<file path="src/rtl/cpu_pkg.sv">
// Shared definitions for the fetch stage: state encoding, reset/halt
// addresses and the instruction step size.
package cpu_pkg;

  typedef enum logic [1:0] {
    RUN    = 2'd0,
    DRAIN  = 2'd1,
    HALTED = 2'd2
  } fetch_state_t;

  localparam logic [31:0] RESET_VECTOR_DEFAULT = 32'hBFC0_0000;
  localparam logic [31:0] HALT_ADDR_DEFAULT    = 32'h0000_0000;
  localparam logic [31:0] INSTR_BYTES          = 32'd4;

  // Sequential PC advance; wraps naturally at 32 bits.
  function automatic logic [31:0] pc_advance(input logic [31:0] pc);
    return pc + INSTR_BYTES;
  endfunction

endpackage

</file>
<file path="src/rtl/fetch_out_reg.sv">
// Valid/ready holding register between fetch and the control path.
// Priority: reset > flush > load > consume > hold.
module fetch_out_reg (
  input  logic        clk,
  input  logic        reset,
  input  logic        i_flush,
  input  logic        i_load,
  input  logic        i_ready,
  input  logic [31:0] i_word,
  input  logic [31:0] i_pc,
  output logic        o_valid,
  output logic [31:0] o_word,
  output logic [31:0] o_pc
);

  logic        r_valid;
  logic [31:0] r_word;
  logic [31:0] r_pc;

  // Capture, flush or retire the held instruction word.
  always_ff @(posedge clk) begin
    if (!reset) begin
      r_valid <= 1'b0;
      r_word  <= 32'd0;
      r_pc    <= 32'd0;
    end else if (i_flush) begin
      r_valid <= 1'b0;
    end else if (i_load) begin
      r_valid <= 1'b1;
      r_word  <= i_word;
      r_pc    <= i_pc;
    end else if (r_valid && i_ready) begin
      r_valid <= 1'b0;
    end else begin
      r_valid <= r_valid;
    end
  end

  assign o_valid = r_valid;
  assign o_word  = r_word;
  assign o_pc    = r_pc;

endmodule

</file>
<file path="src/rtl/instr_fetch.sv">
// Fetch stage: owns the PC, drives the instruction memory read/waitrequest
// bus and hands words to the control path over valid/ready. Halts at
// HALT_ADDR. Build option FETCH_ALIGN_CHECK_EN turns misaligned redirects
// into a sticky fetch_fault and a halt; without it the low address bits
// of a redirect are ignored.
module instr_fetch
  import cpu_pkg::*;
#(
  parameter logic [31:0] RESET_VECTOR = RESET_VECTOR_DEFAULT,
  parameter logic [31:0] HALT_ADDR    = HALT_ADDR_DEFAULT
) (
  input  logic        clk,
  input  logic        reset,
  output logic [31:0] instr_read_addr,
  output logic        instr_read,
  input  logic        instr_waitrequest,
  input  logic [31:0] instr_readdata,
  output logic [31:0] instr_word,
  output logic [31:0] instr_pc,
  output logic        instr_valid,
  input  logic        instr_ready,
  input  logic        redirect_valid,
  input  logic [31:0] redirect_addr,
  output logic        active,
  output logic        fetch_fault
);

  fetch_state_t r_state;
  fetch_state_t w_state_nxt;
  logic [31:0]  r_pc;
  logic [31:0]  r_target;
  logic         r_fault;
  logic         r_active;

  logic [31:0]  w_redir_addr;
  logic         w_misaligned;
  logic         w_slot_free;
  logic         w_read;
  logic         w_accept;
  logic         w_stall;
  logic         w_at_halt;
  logic         w_fault_any;
  logic         w_flush;

`ifdef FETCH_ALIGN_CHECK_EN
  assign w_redir_addr = redirect_addr;
  assign w_misaligned = (redirect_addr[1:0] != 2'b00);
`else
  logic w_unused_low;
  assign w_redir_addr = {redirect_addr[31:2], 2'b00};
  assign w_misaligned = 1'b0;
  assign w_unused_low = ^redirect_addr[1:0];
`endif

  assign w_slot_free = !instr_valid || instr_ready;
  assign w_at_halt   = (r_pc == HALT_ADDR);
  assign w_accept    = w_read && !instr_waitrequest;
  assign w_stall     = w_read && instr_waitrequest;
  assign w_fault_any = r_fault || (redirect_valid && w_misaligned);

  // State register.
  always_ff @(posedge clk) begin
    if (!reset) begin
      r_state <= RUN;
    end else begin
      r_state <= w_state_nxt;
    end
  end

  // Next-state decode: redirects, drain completion and halt detection.
  always_comb begin
    w_state_nxt = r_state;
    case (r_state)
      RUN: begin
        if (redirect_valid) begin
          if (w_stall) begin
            w_state_nxt = DRAIN;
          end else if (w_misaligned) begin
            w_state_nxt = HALTED;
          end else begin
            w_state_nxt = RUN;
          end
        end else if (w_at_halt && w_slot_free) begin
          w_state_nxt = HALTED;
        end else begin
          w_state_nxt = RUN;
        end
      end
      DRAIN: begin
        if (!instr_waitrequest) begin
          w_state_nxt = w_fault_any ? HALTED : RUN;
        end else begin
          w_state_nxt = DRAIN;
        end
      end
      HALTED:  w_state_nxt = HALTED;
      default: w_state_nxt = RUN;
    endcase
  end

  // Output decode: memory request and output-register flush.
  always_comb begin
    w_read  = 1'b0;
    w_flush = 1'b0;
    case (r_state)
      RUN: begin
        w_read  = reset && w_slot_free && !w_at_halt;
        w_flush = redirect_valid;
      end
      DRAIN: begin
        w_read  = reset;
        w_flush = 1'b1;
      end
      HALTED: begin
        w_read  = 1'b0;
        w_flush = 1'b0;
      end
      default: begin
        w_read  = 1'b0;
        w_flush = 1'b0;
      end
    endcase
  end

  // PC, pending redirect target, sticky fault and running flag.
  always_ff @(posedge clk) begin
    if (!reset) begin
      r_pc     <= RESET_VECTOR;
      r_target <= 32'd0;
      r_fault  <= 1'b0;
      r_active <= 1'b1;
    end else begin
      r_active <= (w_state_nxt != HALTED);
      case (r_state)
        RUN: begin
          if (redirect_valid) begin
            if (w_misaligned) begin
              r_fault <= 1'b1;
            end else begin
              r_fault <= r_fault;
            end
            if (w_stall) begin
              r_target <= w_redir_addr;
            end else begin
              r_pc <= w_redir_addr;
            end
          end else if (w_accept) begin
            r_pc <= pc_advance(r_pc);
          end else begin
            r_pc <= r_pc;
          end
        end
        DRAIN: begin
          if (redirect_valid) begin
            r_target <= w_redir_addr;
            if (w_misaligned) begin
              r_fault <= 1'b1;
            end else begin
              r_fault <= r_fault;
            end
          end else begin
            r_target <= r_target;
          end
          if (!instr_waitrequest && !w_fault_any) begin
            r_pc <= redirect_valid ? w_redir_addr : r_target;
          end else begin
            r_pc <= r_pc;
          end
        end
        HALTED: begin
          r_pc <= r_pc;
        end
        default: begin
          r_pc <= r_pc;
        end
      endcase
    end
  end

  fetch_out_reg u_out (
    .clk     (clk),
    .reset   (reset),
    .i_flush (w_flush),
    .i_load  (w_accept),
    .i_ready (instr_ready),
    .i_word  (instr_readdata),
    .i_pc    (r_pc),
    .o_valid (instr_valid),
    .o_word  (instr_word),
    .o_pc    (instr_pc)
  );

  assign instr_read      = w_read;
  assign instr_read_addr = r_pc;
  assign active          = r_active;
  assign fetch_fault     = r_fault;

endmodule

</file>
<file path="config.mk">
export PLATFORM = sky130hd
export DESIGN_NAME = instr_fetch
export DESIGN_NICKNAME = d
export VERILOG_FILES = /design/src/rtl/cpu_pkg.sv /design/src/rtl/fetch_out_reg.sv /design/src/rtl/instr_fetch.sv
export SDC_FILE = /design/constraint.sdc
export NUM_CORES = 1
export LEC_CHECK = 0
export CORE_MARGIN = 2
export CORE_UTILIZATION = 40
export DETAILED_ROUTE_END_ITERATION = 10
export GPL_TIMING_DRIVEN = 1
export PLACE_DENSITY = 0.67
export SLEW_MARGIN = 20
export SYNTH_ARGS = -nofsm -noshare
export SYNTH_HDL_FRONTEND = slang
export SYNTH_SLANG_ARGS = --single-unit
</file>
<file path="constraint.sdc">
create_clock -name clk -period 5.9 [get_ports clk]
set_input_delay 0.59 -clock clk [delete_from_list [all_inputs] [get_ports clk]]
set_output_delay 0.59 -clock clk [all_outputs]
set_load 0.005 [all_outputs]
</file>
# Word-level counts from Yosys, hierarchy flattened
# Index checks and enable logic that the tools add are counted.
# word_totals
output_inout_bits	100
wordCells	54
ff_bits	132
input_bits	69
# classes
bitwise	2
n_mux	18
reduce_logical	18
n_eq_ne	8
n_addsub	1
# ops
cell	n
two-way mux 32 bit	7
case mux 32 bit (2 select lines)	2
adder 32 x 3 -> 32 bit, second input constant	1
logical NOT 32 bit	1
inequality test 2 bit, second input constant	4
logical AND 1 bit	6
case mux 2 bit (3 select lines)	1
two-way mux 1 bit	4
two-way mux 2 bit	2
case mux 1 bit (2 select lines)	2
AND reduction 4 bit	1
nonzero test 2 bit	2
logical NOT 1 bit	3
inequality test 3 x 2 -> 1 bit, second input constant	1
inequality test 3 bit, second input constant	1
AND reduction 3 bit	1
== test 2 x 1 -> 1 bit, second input constant	1
== test 2 bit, second input constant	1
logical NOT 2 bit	1
inverter 1 bit	2
AND reduction 2 bit	1
OR reduction 2 bit	1
logical OR 1 bit	1

# Logic depth before layout (Yosys ltp)
# depth
word_depth	10
mapped_depth	10
ltp_nobuf	8

# By module
# A second synthesis with hierarchy kept.
# unflattened
cells_unflattened	801
area_unflattened_um2	6578.8
# by_module_without_submodules
module	seq_area_each_um2	cells_each	area_per_inst_um2	instances
instr_fetch	1341.3	519	3908.7	1
fetch_out_reg	1301.2	282	2670.1	1

# Worst setup path after synthesis
# No wires, ideal clock.
# synth_path
path_kind	flip-flop to flip-flop
startpoint	register r_pc[2] (netlist: instr_read_addr[2])
endpoint	register r_pc[28] (netlist: instr_read_addr[28])
arrival_ns	2.088
required_time_ns	5.777
path_stages_with_launch	11
path_buffers	2
setup_time_ns	0.123
path_slack_ns	3.689
period_less_slack_ns	2.211
cell_sequence	dfxtp_1 > inv_1 > ha_1 > nor4b_1 > nand4_1 > o2111a_1 > a211o_1 > buf_6 > buf_6 > a311oi_2 > a21oi_1
# synth_via
elab_chain_len	7
word_cells_on_any_way	13
classes_between	1 x add/sub; 2 x eq/ne; 4 x mux; 6 x reduce/logical
# synth_rtl
element	line	source
start, declared	instr_fetch.sv:30	logic [31:0] r_pc;
start signal, assigned	instr_fetch.sv:145	r_pc <= w_redir_addr;
start signal, assigned	instr_fetch.sv:148	r_pc <= pc_advance(r_pc);
start signal, assigned	instr_fetch.sv:150	r_pc <= r_pc;
branches (longest 7 deep; another with adder 32 x 3 -> 32 bit)	-	
# Several ways; the timed one is not identified. The select of a mux whose other input is x is not followed.
# A chain may end at the register's enable or synchronous reset.

# Worst setup path after layout
# layout_path
startpoint	input reset
endpoint	output instr_read
# layout_via
elab_chain_len	3
# layout_rtl
element	line	source
start, declared	instr_fetch.sv:13	input logic reset,
logical AND 1 bit (2 in series)	instr_fetch.sv:107	w_read = reset && w_slot_free && !w_at_halt;
case mux 1 bit (2 select lines) *	instr_fetch.sv:105	case (r_state)
end, declared	instr_fetch.sv:15	output logic instr_read,
# Every way passes the cells marked *; elsewhere a longest branch is shown, timed or not.

==> flow_metrics.tcl <==
set metrics [dict create \
    tightest_slew_ns 1.08 \
    arrival_ns 3.18 \
    cts_made_buffers 17 \
    synth_top_area_share_pct 42.7 \
    syn_to_final_growth_pct 36.6 \
    cp_slowest_cell "inv_1" \
    pwr_density_cell_mw_per_mm2 285 \
    maxSlewViolCount 0 \
    cts_setup_buffers 0 \
    drive_gt1_share_pct 6.75 \
    die_x_um 128 \
    start_util_pct 40.8 \
    maxCapViolCount 0 \
    ys_seq_area_share_pct 42.7 \
    cp_cell_sequence "buf_4 > inv_1 > nor2_1 > o21a_1 > clkdlybuf4s50_1" \
    grt_overflow 0 \
    p_clk_share_pct 44.6 \
    fp-row-count 45 \
    fin_util_pct 55.8 \
    sw_frac_of_total_pct 25.9 \
    dp.cells 1090 \
    insertion_delay_ns 0.42 \
    netlist_area_mm2 0.00618 \
    crit_type "in2out" \
    p_int_mw 1.79 \
    cts.sinks 132 \
    finClkSkew_ns 0.00618 \
    ys_ff_latch 132 \
    drtIter0Drc 540 \
    p_sw_mw 0.625 \
    ctsHoldBuffers 0 \
    ys_warn_count 0 \
    clk_pin_slew_ns 0.06 \
    slew-limit-headroom_pct 27.8 \
    grt_max_degree 92 \
    synth.avg_cell_area_um2 7.77 \
    ir_drop_v 0.000205 \
    ctsResizeCount 0 \
    cts-root-buf "clkbuf_16" \
    core_area_mm2 0.0151 \
    h-tree-depth 4 \
    nNetsFinal 992 \
    setup-violations-final 0 \
    synth_nets 867 \
    wl_per_cell_um 17.1 \
    finalNonFillerCells 1122 \
    crit_buf_inv 3 \
    cp.required_ns 5.31 \
    yosysTopAreaCell "dfxtp_1" \
    io_buffers 165 \
    netlist_instances 796 \
    fin_crit_ns 3.77 \
    fin_crit_sh_pct 63.9 \
    pin_count 169 \
    synth_edf_count 0 \
    rsz0062_at_grt "no" \
    worst_setup_path_end_kind "output pin" \
    cts_tree "yes" \
    ys_types 67 \
    grt_pass1_vias 5561 \
    drc 0 \
    leakage_nw 3.26 \
    power_frac_comb_pct 13.8 \
    grt_pass1_wl_um 30000 \
    antenna_left 0 \
    fin_hold_ws_ns 0.450 \
    ys.flop_type "dfxtp_1" \
    cp_top_family "buffers and inverters" \
    cts_buffer_depth 2 \
    setup_tns_ns 0 \
    post-dp-hpwl_um 12700 \
    diodes 0 \
    crit_fanout 71 \
    viasPerCell 5.51 \
    cpPeakStageDelay_ns 0.71 \
    antenna_found_initial 0 \
    vias 6178 \
    grt_usage_pct 23.2 \
    first_pass_iters 8 \
    finalWeightedCongestion 0.866 \
    ys_top_cells_by_area "dfxtp_1 (43%), nand2_1 (11%), nand3_1 (8.7%)" \
    sequentialPowerShare_pct 41.6 \
    hold_path_class "reg2reg" \
    outcome "completed" \
    cp-start-kind "input port" \
    routed_wl_um 19200 \
    dieHeight_um 128 \
    fmax_mhz 265 \
    async_flop_share_pct 0 \
    dieArea_mm2 0.0165 \
    hold_viol 0 \
]
-- cells by family after synthesis --
| family | share of synthesized area (%) |
|---|---|
| buffers and inverters | 5.99 |
| AO/OA/AOI/OAI | 18.5 |
| flip-flops | 42.7 |
| other | 0.0607 |
| adder cells (fa/ha/maj) | 0.405 |
| XOR/XNOR | 0.992 |
| AND/OR/NAND/NOR | 29.7 |
| multiplexers | 1.62 |
-- synth_stat cells, types with 5 or more instances --
library cell	n
buf_1	6
or3_1	5
nand3_1	107
nor2_1	29
and3_1	5
buf_2	7
nor4_1	7
nor3_1	13
a211o_1	5
o31ai_1	6
clkbuf_1	47
xnor2_1	7
nand4_1	8
o21ai_0	65
a21oi_1	45
dfxtp_1	132
nand2_1	176
nand2b_1	5
inv_1	17
mux2i_1	10
nor2b_1	6
-- cells in the final DEF (no fill, tap or decap), types with 4 or more instances in the layout --
cell type / count
a211o_1: 5
a211oi_2: 4
a21oi_1: 44
a311oi_1: 4
a31o_2: 4
a32o_1: 4
and3_1: 5
buf_4: 10
clkbuf_16: 17
clkdlybuf4s50_1: 163
clkinvlp_4: 5
dfxtp_1: 132
inv_1: 17
mux2i_1: 10
nand2_1: 176
nand2b_1: 5
nand3_1: 107
nand4_1: 8
nor2_1: 29
nor2b_1: 6
nor3_1: 13
nor3b_1: 4
nor4_1: 7
o21ai_0: 65
o31ai_1: 6
or3_1: 5
xnor2_1: 7
-- power by group through the flow --
stage | clock network [mW] | registers, mW | logic (mW)
final | 1.07 | 1.00 | 0.332
after global routing | 1.13 | 1.01 | 0.364
after CTS | 1.09 | 1.00 | 0.331
after detailed placement | 0 | 1.02 | 0.329
after global placement | 0 | 1.02 | 0.326
after floorplan | 0 | 1.00 | 0.173
-- state kept, by name, summed over array words and instances (netlist names) --
register         flops
u_out.o_pc          32
r_target            32
instr_read_addr     32
r_state              2
u_out.o_word        32
u_out.o_valid        1
active               1
-- layer usage --
layer	wire [um]	part of all wire [%]	vias up	GRT usage, %
met3	1690	8.8	23	5.76
met4	347	1.8	0	7.89
met5	0	0	-	0
li1	-	-	3053	-
met1	8710	45	2814	31.7
met2	8410	44	288	36.1
-- final timing paths --
check        depth (start not counted)        endpoint               start  slack [ns]
max reg2reg                          9  u_out.o_pc[19]  instr_read_addr[2]        2.66
min reg2reg                          2   u_out.o_pc[0]       u_out.o_pc[0]        0.45
max                                  5      instr_read               reset        2.13
min                                  2   u_out.o_pc[0]       u_out.o_pc[0]        0.45
-- layout make-up --
class / count / area [um^2]
well taps: 188 / 235
clock inverters: 12 / 155
multi-input cells: 579 / 3190
clock buffers: 20 / 447
inverters: 17 / 63.8
fillers: 1462 / 6700
repair buffers: 174 / 1710
flip-flops and latches: 132 / 2640
-- through the flow --
step	setup slack, ns	instance area [um^2]	total power, mW
after floorplan	3.69	6180	1.17
after global placement	2.20	7840	1.35
after detailed placement	2.21	7840	1.35
after CTS	2.20	8440	2.43
after global routing	2.05	8440	2.51
final	2.13	8440	2.41
-- worst reg2reg max path: cells and delay by family, from the launching register on --
| kind | cells | cell delay [ns] |
|---|---|---|
| AO/OA/AOI/OAI | 3 | 1.16 |
| buffers and inverters | 2 | 0.68 |
| AND/OR/NAND/NOR | 3 | 0.67 |
| flip-flops | 1 | 0.44 |
| adder cells (fa/ha/maj) | 1 | 0.21 |
Power figures use the tool's default switching activity.
==> edit 1, RTL diff (config.mk and constraints unchanged) <==
Build with the macro `FETCH_ALIGN_CHECK_EN` defined.
--- a/src/rtl/instr_fetch.sv
+++ b/src/rtl/instr_fetch.sv
@@ -3,6 +3,8 @@
 // HALT_ADDR. Build option FETCH_ALIGN_CHECK_EN turns misaligned redirects
 // into a sticky fetch_fault and a halt; without it the low address bits
 // of a redirect are ignored.
+`define FETCH_ALIGN_CHECK_EN
+
 module instr_fetch
   import cpu_pkg::*;
 #(
Check against the original RTL: not equivalent (a bounded check fails within 4 cycles, from zero or initial values and one cycle with reset low).
==> edit 1 against the original RTL <==
Power increased by 0.86%. Core utilization increased by 0.52 points. Synthesized area increased by 0.16%. Critical endpoint unchanged. Final cell count increased by 2.0%. First-iteration DRC count decreased by 9.4%. Routed wire length increased by 0.11%. Setup slack improved by 500 ps. Non-clock buffer count increased by 3. Via count increased by 2.6%. Synthesized cell count increased by 2.0%. Sequential cell count increased by 1. Largest cell class unchanged. Sequential share of layout area decreased by 0.055 points. Design area increased by 0.93%. Die area increased by 0.16%.
==> edit 1: results (changes against the original RTL) <==
metric	value	unit	change
status	finished clean		
grt_pass1_vias	5734		+3.1%
hp-class	reg2reg		
antenna_cells	0		unchanged
synth_common_cells	nand2_1 (231), dfxtp_1 (133), a21oi_1 (106)		
max-vdd-ir-drop	0.298	mV	+45%
grt_start_max_net_pins	90		-2.2%
place_congestion	0.918		+6.1%
cts-root-buf	clkbuf_16		
finalClockSkew	7.81	ps	+1.63 ps
final_layout_size_suffix_gt1_frac	0.0544		-0.0131
numCtsBuffers	17		unchanged
gr-usage-all-layers	0.232		-0.000269
cts_setup_buffers	0		unchanged
antenna_found_initial	0		unchanged
place_hpwl	12800	um	+0.78%
cts-resized-gates	0		unchanged
grt_pass1_wl	30500	um	+1.7%
port_buffers	168		+1.8%
cts_buffer_depth	2		unchanged
dp_slack	2560	ps	+349 ps
synth_nets	883		+1.8%
worst_slew_pin_slew	985	ps	-96.4 ps
cts_htree_levels	4		unchanged
synth_area_leaders	dfxtp_1 (43%), nand2_1 (14%), a21oi_1 (8.6%)		
ys.warnings.count	0		unchanged
async_flop_share	0		unchanged
clkLatencyLatePin	410	ps	
fin_nets	1014		+2.2%
yosysUniqueCellTypes	55		-18%
crit_path_max_fanout	9		-87%
first_iter_violations	489		-9.4%
routed_wirelength	19200	um	+0.11%
cp.arrival	2680	ps	-500 ps
synth.yosys.seq_area_share	0.430		+0.00254
num_vias	6340		+2.6%
power_switching	614	uW	-1.8%
leakage	0.00297	uW	-8.7%
num-fill-cells	1419		-2.9%
clk_pin_slew_worst_paths	60	ps	about the same
drt-pass1-iter-count	6		-2
## edit 1: worst paths after layout
| check | end | cells after the start | slack, ps | start |
|---|---|---|---|---|
| worst max-delay path | instr_read | 9 | 2630 | instr_read_addr[2] |
| worst min-delay path | u_out.o_word[0] | 2 | 450 | u_out.o_word[0] |
| worst max register to register | instr_read_addr[24] | 5 | 2800 | instr_read_addr[20] |
| worst min register to register | u_out.o_word[0] | 2 | 450 | u_out.o_word[0] |
## edit 1: cell type report
cell class              count  share of cell area
multi-input cells         603               0.379
flip-flops and latches    133               0.312
repair buffers            177               0.204
clock buffers              25              0.0581
well taps                 188              0.0276
clock inverters             7              0.0139
inverters                  11             0.00484
## edit 1: cell families after synthesis
logic type	Yosys count	synth area share
AO/OA/AOI/OAI	219	0.216
AND/OR/NAND/NOR	346	0.242
multiplexers	33	0.0533
adder cells (fa/ha/maj)	2	0.00404
buffers and inverters	76	0.0505
flip-flops	133	0.430
XOR/XNOR	3	0.00424
## edit 1: worst max-delay path, stage by stage, from the launching register on
cell,delay (ps)
dfxtp_1,500
inv_1,80
ha_1,200
nor4b_1,140
and4_1,240
and4_1,270
nor3_1,150
a21oi_1,60
nor2_1,130
clkdlybuf4s50_1,510
## edit 1: power groups by stage
stage / logic (uW) / registers [uW] / clock network (uW)
2_1_floorplan: 175 / 999 / 0
3_3_place_gp: 328 / 1020 / 0
3_5_place_dp: 328 / 1020 / 0
4_1_cts: 330 / 1000 / 1110
5_1_grt: 361 / 1010 / 1160
6_report: 329 / 1000 / 1100
## edit 1: layer usage
metal,vias up,routed length (um),GRT usage
met3,39,1420,0.0565
met1,2929,8370,0.311
met2,256,8900,0.364
li1,3116,-,-
met4,0,492,0.0860
met5,-,0,0
## edit 1: through the flow
stage / hold slack, ps / area [um^2] / power [uW] / cells
3_5_place_dp: 446 / 7910 / 1350 / 1112
2_1_floorplan: 430 / 6190 / 1170 / 812
5_1_grt: 471 / 8520 / 2530 / 1144
6_report: 449 / 8520 / 2430 / 1144
4_1_cts: 453 / 8520 / 2450 / 1144
3_3_place_gp: 441 / 7910 / 1350 / 1112
==> edit 2, RTL diff (same settings) <==
Without the edit above. Make the reset (`reset`) asynchronous in 3 clocked blocks.
--- a/src/rtl/fetch_out_reg.sv
+++ b/src/rtl/fetch_out_reg.sv
@@ -18,7 +18,7 @@
   logic [31:0] r_pc;
 
   // Capture, flush or retire the held instruction word.
-  always_ff @(posedge clk) begin
+  always_ff @(posedge clk or negedge reset) begin
     if (!reset) begin
       r_valid <= 1'b0;
       r_word  <= 32'd0;
--- a/src/rtl/instr_fetch.sv
+++ b/src/rtl/instr_fetch.sv
@@ -59,7 +59,7 @@
   assign w_fault_any = r_fault || (redirect_valid && w_misaligned);
 
   // State register.
-  always_ff @(posedge clk) begin
+  always_ff @(posedge clk or negedge reset) begin
     if (!reset) begin
       r_state <= RUN;
     end else begin
@@ -123,7 +123,7 @@
   end
 
   // PC, pending redirect target, sticky fault and running flag.
-  always_ff @(posedge clk) begin
+  always_ff @(posedge clk or negedge reset) begin
     if (!reset) begin
       r_pc     <= RESET_VECTOR;
       r_target <= 32'd0;
Check against the original RTL: differs if reset is asserted again (counterexample within 4 cycles, from zero or initial values and one cycle with reset low); with reset held inactive, the same outputs for 4 cycles.
==> edit 2 against the original RTL <==
Sequential share of layout area up 7.6 points. Fmax up 11%. Sequential cell count unchanged. Critical endpoint unchanged. Design area up 0.93%. Largest cell class is now registers. Final cell count down 18%. Routed wire length down 16%. Core utilization up 0.11 points. Synthesized area up 1.3%. Synthesized cell count down 31%. Setup slack better by 360 ps.
Power is not compared: it rests on default switching activity, and its combinational part moved more than twofold at a synthesized area within 25%.
==> edit 2: results (changes against the original RTL) <==
metric	value	unit	change
cp.arrival	2820	ps	-360 ps
synth_area_leaders	dfrtp_1 (49%), mux2_2 (17%), dfstp_2 (4.2%)		
synth-xor-area-share	0.0154		+0.00547
yosysUniqueCellTypes	54		-19%
rrSetupSlack	2670	ps	about the same
crit_path_max_fanout	8		-89%
fin_nets	773		-22%
stdcell_count	924		-18%
place_congestion	0.855		-1.2%
grt_pass1_vias	4941		-11%
place_hpwl	11100	um	-13%
wl_met2	7950	um	-5.4%
drt-pass1-iter-count	4		-4
status	finished clean		
regToRegEndpoint	r_target[6]		
placed_cells	894		-18%
grt_start_max_net_pins	71		-23%
synth.yosys.seq_area_share	0.529		+0.102
synth_common_cells	dfrtp_1 (122), mux2_2 (94), a21oi_1 (45)		
async_flop_share	1.00		+1.00
synth_compound_area_frac	0.125		-0.0593
synthCells	550		-31%
gr-usage-all-layers	0.198		-0.0346
wl_met1	6960	um	-20%
final_layout_size_suffix_gt1_frac	0.212		+0.144
[edit 2: cell count changes after synthesis, moves of 36 or more]
cell and change:
mux2_2 +94, nand3_1 -96, dfrtp_1 +122, o21ai_0 -36, nand2_1 -138, dfxtp_1 -132
[edit 2: worst max-delay path by stage]
stage                            to          startpoint  cells after the start  slack, ps
floorplan           u_out.o_word[0]  instr_read_addr[2]                      9       3510
finish                   instr_read  instr_read_addr[2]                      7       2490
CTS                      instr_read  instr_read_addr[2]                      7       2480
global placement        r_target[2]         instr_ready                      8       2590
global route             instr_read  instr_read_addr[2]                      7       2220
detailed placement      r_target[6]               reset                      7       2500
[edit 2: cell families after synthesis]
logic type                 count (synthesis)
and+or+nand+nor                          134
DFF                                      132
AOI/OAI and AO/OA                        128
muxes                                     95
buffers and inverters                     47
xor gates and xnor gates                  11
adders and majority gates                  2
other                                      1
[edit 2: metrics by stage]
stage / hold WS (ps) / worst slack [ps] / utilization / area (um^2) / total power [uW]
6_report: 133 / 2490 / 0.559 / 8520 / 3200
4_1_cts: 169 / 2480 / 0.559 / 8520 / 3230
3_5_place_dp: 474 / 2500 / 0.524 / 8000 / 2270
3_3_place_gp: 470 / 2590 / 0.524 / 7990 / 2230
5_1_grt: 176 / 2220 / 0.559 / 8520 / 3380
2_1_floorplan: 294 / 3510 / - / 6260 / 1710
[edit 2: layout make-up]
cell class / instances / area [um^2]
clock inverters: 6 / 55.1
flip-flops and latches: 132 / 3320
clock buffers: 24 / 472
repair buffers: 172 / 1700
inverters: 8 / 30.0
fillers: 1285 / 6740
well taps: 211 / 264
multi-input cells: 371 / 2690
[edit 2: per-layer routing]
metal	vias up	GRT usage
met3	22	0.0545
met1	2450	0.256
met5	-	0
met2	153	0.318
met4	0	0.0742
li1	2294	-
[edit 2: worst max-delay path, stage by stage, from the launching register on]
cell             delay (ps)
dfrtp_1                 480
inv_1                   150
ha_1                    150
nor4b_1                 260
nand4_1                 250
o21ai_1                 470
nand2_1                 130
clkdlybuf4s50_1         500
[edit 2: power breakdown]
| part | switching (uW) | internal [uW] | total, uW |
|---|---|---|---|
| logic | 305 | 577 | 882 |
| clock network | 364 | 592 | 956 |
| registers | 206 | 1160 | 1360 |
| total | 874 | 2330 | 3200 |
